[src/rtl/rv32m_divider.sv]
// Iterative RV32M divide unit (DIV/DIVU/REM/REMU): radix-2 restoring division,
// one quotient bit per cycle, with the RISC-V divide-by-zero and overflow cases short-circuited.
module rv32m_divider (
   input  logic        aclk,
   input  logic        rst,
   input  logic        req_valid,
   output logic        req_ready,
   input  logic [2:0]  func,
   input  logic [31:0] din1,
   input  logic [31:0] din2,
   output logic        resp_valid,
   input  logic        resp_ready,
   output logic [31:0] dout
);

   typedef enum logic [1:0] {
      IDLE = 2'd0,
      CALC = 2'd1,
      DONE = 2'd2
   } state_t;

   state_t      state_q, state_d;
   logic [4:0]  cnt_q, cnt_d;
   logic [32:0] rem_q, rem_d;
   logic [31:0] quo_q, quo_d;
   logic [31:0] div_q, div_d;
   logic        sel_rem_q, sel_rem_d;
   logic        neg_quo_q, neg_quo_d;
   logic        neg_rem_q, neg_rem_d;
   logic        req_ready_q, req_ready_d;
   logic        resp_valid_q, resp_valid_d;
   logic [31:0] dout_q, dout_d;

   logic        accept_s;
   logic        signed_op_s;
   logic [31:0] a_mag_s;
   logic [31:0] b_mag_s;
   logic        div_zero_s;
   logic        ovf_s;
   logic        special_s;
   logic [31:0] special_res_s;
   logic [32:0] shift_s;
   logic [32:0] trial_s;
   logic [32:0] iter_rem_s;
   logic [31:0] iter_quo_s;
   logic [31:0] fin_quo_s;
   logic [31:0] fin_rem_s;
   logic [31:0] fin_res_s;
   logic        unused_s;

   function automatic logic [31:0] neg32(input logic [31:0] v);
      return ~v + 32'd1;
   endfunction

   // Remainder MSB is always clear between iterations; func[2] is not decoded.
   assign unused_s = ^{func[2], rem_q[32]};

   assign req_ready  = req_ready_q;
   assign resp_valid = resp_valid_q;
   assign dout       = dout_q;

   // Request decode: acceptance, operand magnitudes and special-case detection
   always_comb begin
      accept_s    = req_valid && req_ready_q && (state_q == IDLE);
      signed_op_s = ~func[0];
      if (signed_op_s && din1[31]) begin
         a_mag_s = neg32(din1);
      end else begin
         a_mag_s = din1;
      end
      if (signed_op_s && din2[31]) begin
         b_mag_s = neg32(din2);
      end else begin
         b_mag_s = din2;
      end
      div_zero_s = (din2 == 32'd0);
      ovf_s      = signed_op_s && (din1 == 32'h8000_0000) && (din2 == 32'hFFFF_FFFF);
      special_s  = div_zero_s || ovf_s;
      if (div_zero_s) begin
         special_res_s = func[1] ? din1 : 32'hFFFF_FFFF;
      end else begin
         special_res_s = func[1] ? 32'd0 : 32'h8000_0000;
      end
   end

   // One restoring-division step plus the sign fix-up of its outcome
   always_comb begin
      shift_s = {rem_q[31:0], quo_q[31]};
      trial_s = shift_s - {1'b0, div_q};
      if (trial_s[32]) begin
         iter_rem_s = shift_s;
         iter_quo_s = {quo_q[30:0], 1'b0};
      end else begin
         iter_rem_s = trial_s;
         iter_quo_s = {quo_q[30:0], 1'b1};
      end
      fin_quo_s = neg_quo_q ? neg32(iter_quo_s) : iter_quo_s;
      fin_rem_s = neg_rem_q ? neg32(iter_rem_s[31:0]) : iter_rem_s[31:0];
      fin_res_s = sel_rem_q ? fin_rem_s : fin_quo_s;
   end

   // Next-state logic
   always_comb begin
      state_d = state_q;
      case (state_q)
         IDLE: begin
            if (accept_s) begin
               state_d = special_s ? DONE : CALC;
            end else begin
               state_d = IDLE;
            end
         end
         CALC: begin
            if (cnt_q == 5'd31) begin
               state_d = DONE;
            end else begin
               state_d = CALC;
            end
         end
         DONE: begin
            if (resp_ready) begin
               state_d = IDLE;
            end else begin
               state_d = DONE;
            end
         end
         default: state_d = IDLE;
      endcase
   end

   // Datapath next values: operand capture on acceptance, iterate in CALC
   always_comb begin
      cnt_d     = cnt_q;
      rem_d     = rem_q;
      quo_d     = quo_q;
      div_d     = div_q;
      sel_rem_d = sel_rem_q;
      neg_quo_d = neg_quo_q;
      neg_rem_d = neg_rem_q;
      case (state_q)
         IDLE: begin
            if (accept_s) begin
               cnt_d     = 5'd0;
               rem_d     = 33'd0;
               quo_d     = a_mag_s;
               div_d     = b_mag_s;
               sel_rem_d = func[1];
               neg_quo_d = signed_op_s && (din1[31] ^ din2[31]);
               neg_rem_d = signed_op_s && din1[31];
            end else begin
               cnt_d = cnt_q;
            end
         end
         CALC: begin
            cnt_d = cnt_q + 5'd1;
            rem_d = iter_rem_s;
            quo_d = iter_quo_s;
         end
         default: cnt_d = cnt_q;
      endcase
   end

   // Output next values; dout only loads on entry to DONE so it holds through it
   always_comb begin
      req_ready_d  = (state_d == IDLE);
      resp_valid_d = (state_d == DONE);
      dout_d       = dout_q;
      if ((state_q == IDLE) && accept_s && special_s) begin
         dout_d = special_res_s;
      end else if ((state_q == CALC) && (cnt_q == 5'd31)) begin
         dout_d = fin_res_s;
      end else begin
         dout_d = dout_q;
      end
   end

   // State register
   always_ff @(posedge aclk) begin
      if (rst) begin
         state_q <= IDLE;
      end else begin
         state_q <= state_d;
      end
   end

   // Datapath registers
   always_ff @(posedge aclk) begin
      if (rst) begin
         cnt_q     <= 5'd0;
         rem_q     <= 33'd0;
         quo_q     <= 32'd0;
         div_q     <= 32'd0;
         sel_rem_q <= 1'b0;
         neg_quo_q <= 1'b0;
         neg_rem_q <= 1'b0;
      end else begin
         cnt_q     <= cnt_d;
         rem_q     <= rem_d;
         quo_q     <= quo_d;
         div_q     <= div_d;
         sel_rem_q <= sel_rem_d;
         neg_quo_q <= neg_quo_d;
         neg_rem_q <= neg_rem_d;
      end
   end

   // Output registers
   always_ff @(posedge aclk) begin
      if (rst) begin
         req_ready_q  <= 1'b1;
         resp_valid_q <= 1'b0;
         dout_q       <= 32'd0;
      end else begin
         req_ready_q  <= req_ready_d;
         resp_valid_q <= resp_valid_d;
         dout_q       <= dout_d;
      end
   end

endmodule

[config.mk]
export PLATFORM = sky130hd
export DESIGN_NAME = rv32m_divider
export DESIGN_NICKNAME = d
export VERILOG_FILES = /design/src/rtl/rv32m_divider.sv
export SDC_FILE = /design/constraint.sdc
export NUM_CORES = 1
export LEC_CHECK = 0
export BUFFER_PORTS_ARGS = -buffer_cell sky130_fd_sc_hd__buf_2
export CAP_MARGIN = 10
export CORE_MARGIN = 2
export CORE_UTILIZATION = 40
export CTS_BUF_LIST = sky130_fd_sc_hd__clkbuf_4
export CTS_CLUSTER_DIAMETER = 60
export DETAILED_ROUTE_END_ITERATION = 10
export SYNTH_ARGS = -nofsm -noshare
export SYNTH_HDL_FRONTEND = slang
export SYNTH_SLANG_ARGS = --single-unit
[constraint.sdc]
create_clock -name aclk -period 5 [get_ports aclk]
set_input_delay 0.25 -clock aclk [delete_from_list [all_inputs] [get_ports aclk]]
set_output_delay 0.25 -clock aclk [all_outputs]
set_load 0.01 [all_outputs]
==> results.ini <==
[floorplan]
rows=60
dieArea_um2=29100
coreArea_um2=27100
initial_core_util_pct=40.9
dieHeight_um=170
die_w_um=170
ios=105

[min_path]
worstHoldEndpoint=quo_q[24]$_SDFFE_PP0P_
worstHoldPathCells=4
hp-class=in -> reg
hp-start=din1[24]

[logic_synthesis]
syn_inst=1523
syn_nets=1634
synthArstFlopShare_pct=0
synthTopCellsByArea=dfxtp_1 25%, nor2_1 6.6%, a21oi_1 5.8%
ys_ff_latch=140
syn_area_um2=11100
synth_edf_count=0
yosysMostFrequentCell=nor2_1
synth-main-ff-cell=dfxtp_1
ys_top_cells_by_count=195 x nor2_1, 140 x dfxtp_1, 135 x nand2_1
synth.largest_area_cell=dfxtp_1
synth_top_area_share_pct=25.3
synth_cell_types=79
yosys_warnings=0
syn_avg_cell_area_um2=7.28
synth-seq-area-share_pct=25.3

[timing]
hold_slack_ps=22.8
worst_pin_slew_ps=902
finClkSkew_ps=36.5
hold_viol=0
min_period_over_period_pct=95.0
timing.setup.tns_ps=0
drv_slew=0
slew_headroom_pct=38.3
fin_crit_ps=4750
setup_viol=0
fin_ws_ps=249
fmax_ghz=0.210

[cells_and_area]
final_net_count=1720
fillers=2775
seq_area_um2=2800
fin_util_pct=46.6
drive_above_1_share_pct=12.9
multi_input_area_um2=7700
layoutNonFillerInstCount=1995
syn2layout_area_growth_pct=14.0

[placed_design]
post-dp-hpwl_mm=27.9
routabilityCongestion=0.926
port_buffers=103
pre_cts_slack_ps=86.8
place_inst=1931

[routing]
wl_per_cell_um=18.6
drc=0
drt-total-wl_mm=37.1
vias=11600
drt_pass1_iterations=5
dr.first_iter.drc_count=1000
antenna_left=0
viasPerCell=5.81

[clock_tree]
cts_buffer_depth=2
clk_latency_ps=590
tritoncts=done
htreeDepth=4
ctsRootBufferMaster=clkbuf_4
path_clk_slew_ps=130
cts_buffers=17
clkSinkCount=140

[critical_path]
worstPathRequired_ps=5500
r2r_start=quo_q[31]$_SDFFE_PP0P_
reg2reg_depth=18
worstPathMaxFanout=19
cp.arrival_ps=5250
r2r_end=dout[21]$_SDFFE_PP0P_
r2r_setup_slack_ps=250
setup.worst_path.class=reg -> reg
end_kind=register
start_kind=register

[power_and_ir_drop]
leakagePower_nw=4.80
p_per_area_nw_per_um2=343
vdd_ir_drop_max_mv=0.219

[global_route]
grt_max_degree=74
grt_use_total_pct=25.4
gr-total-overflow=0
antenna_found_initial=2
grt_pass1_vias=10400
grt_pass1_wl_mm=58.0

[run]
maxCapViolCount=0

[status]
outcome=completed

-- final cells by class --
| type | count | share of cell area, % |
|---|---|---|
| multi-input cells | 1217 | 61.0 |
| clock buffers | 18 | 1.07 |
| diodes | 1 | 0.0198 |
| inverters | 62 | 1.84 |
| repair buffers | 171 | 8.89 |
| well taps | 372 | 3.68 |
| clock inverters | 14 | 1.34 |
| flip-flops and latches | 140 | 22.2 |
-- worst max path at each step --
stage	from	endpoint	slack, ps	cells past startpoint
after global routing	quo_q[31]$_SDFFE_PP0P_	dout[12]$_SDFFE_PP0P_	-8	23
after global placement	quo_q[31]$_SDFFE_PP0P_	dout[12]$_SDFFE_PP0P_	180	23
after CTS	quo_q[31]$_SDFFE_PP0P_	dout[12]$_SDFFE_PP0P_	70	23
after floorplan	quo_q[31]$_SDFFE_PP0P_	dout[12]$_SDFFE_PP0P_	20	24
final	quo_q[31]$_SDFFE_PP0P_	dout[21]$_SDFFE_PP0P_	250	18
after detailed placement	quo_q[31]$_SDFFE_PP0P_	dout[12]$_SDFFE_PP0P_	90	23
-- layer usage --
| metal | up-vias | wire, um | track usage, % | part of all wire, % |
|---|---|---|---|---|
| met3 | 47 | 2180 | 2.86 | 5.9 |
| met4 | 2 | 735 | 6.84 | 2.0 |
| met5 | - | 10 | 0 | 0.027 |
| met1 | 5438 | 17600 | 36.7 | 47 |
| met2 | 403 | 16600 | 39.8 | 45 |
| li1 | 5696 | - | - | - |
-- report_power, final --
part	switching, mW	leakage, nW	internal, mW	total [mW]
clock network	0.483	0.155	0.353	0.837
registers	0.0831	1.14	1.19	1.27
logic	1.37	3.51	0.857	2.23
total	1.94	4.80	2.40	4.34
-- timing repair --
| action | in CTS | in global routing |
|---|---|---|
| setup buffers | 0 | 1 |
| endpoints found under the hold margin | 30 | 1 |
| gates resized for setup | 0 | 14 |
| hold buffers | 29 | 1 |
| setup endpoints to repair | 0 | 14 |
-- layout by cell type, fill, tap and decap left out, drive strengths merged, types with 7 or more instances in the layout --
cell type    instances
ha                  39
or2                  7
and2                 7
nor3                38
nand2              135
nand2b              15
a211oi              43
a31oi               41
o41ai               12
buf                141
o31ai               32
clkbuf              18
inv                 65
mux2i               26
xor2                67
a22oi               30
xnor2               71
nand4               18
nor2b                7
or4                 13
o211ai              14
a21oi              129
nand3               34
dfxtp              140
nor2               195
o21ai              101
a21o                14
or3                 20
dlygate4sd3         30
nor4                13
o21a                 7
and3                 8
-- state kept, by name, indices dropped and copies added (netlist names), 2 cells and up --
signal   cells
div_q       32
dout        32
quo_q       32
rem_q       32
cnt_q        5
state_q      2
-- worst max-delay path, stage by stage, from the launching register on --
cell      delay (ps)
dfxtp_1          330
inv_1             50
ha_1             150
inv_1             50
fa_1             420
a211o_1          320
a2111o_1         390
nand3_1          100
a21oi_1           90
or3_4            360
and2_2           280
inv_2            100
buf_6            190
mux2_2           400
or3_1            480
o31ai_1          320
xor2_1           130
a2111o_1         410
o21ai_0           90
-- logic make-up (layout without fill, tap and decap cells) --
family,Yosys count,after routing,share of synthesized area [%]
and+or+nand+nor,525,525,21.9
AOI/OAI and AO/OA,483,483,28.4
buffers and inverters,166,265,5.98
DFF,140,140,25.3
xor gates and xnor gates,138,138,10.9
adders and majority gates,40,40,4.58
muxes,31,31,2.92
other,0,1,0
-- metrics by stage --
stage          cell area [um^2]  power, mW
6_report                  12600       4.34
5_1_grt                   12600       4.59
4_1_cts                   12500       4.24
3_5_place_dp              12000       3.39
3_3_place_gp              12000       3.37
2_1_floorplan             11100       2.86
Power figures use the tool's default switching activity.
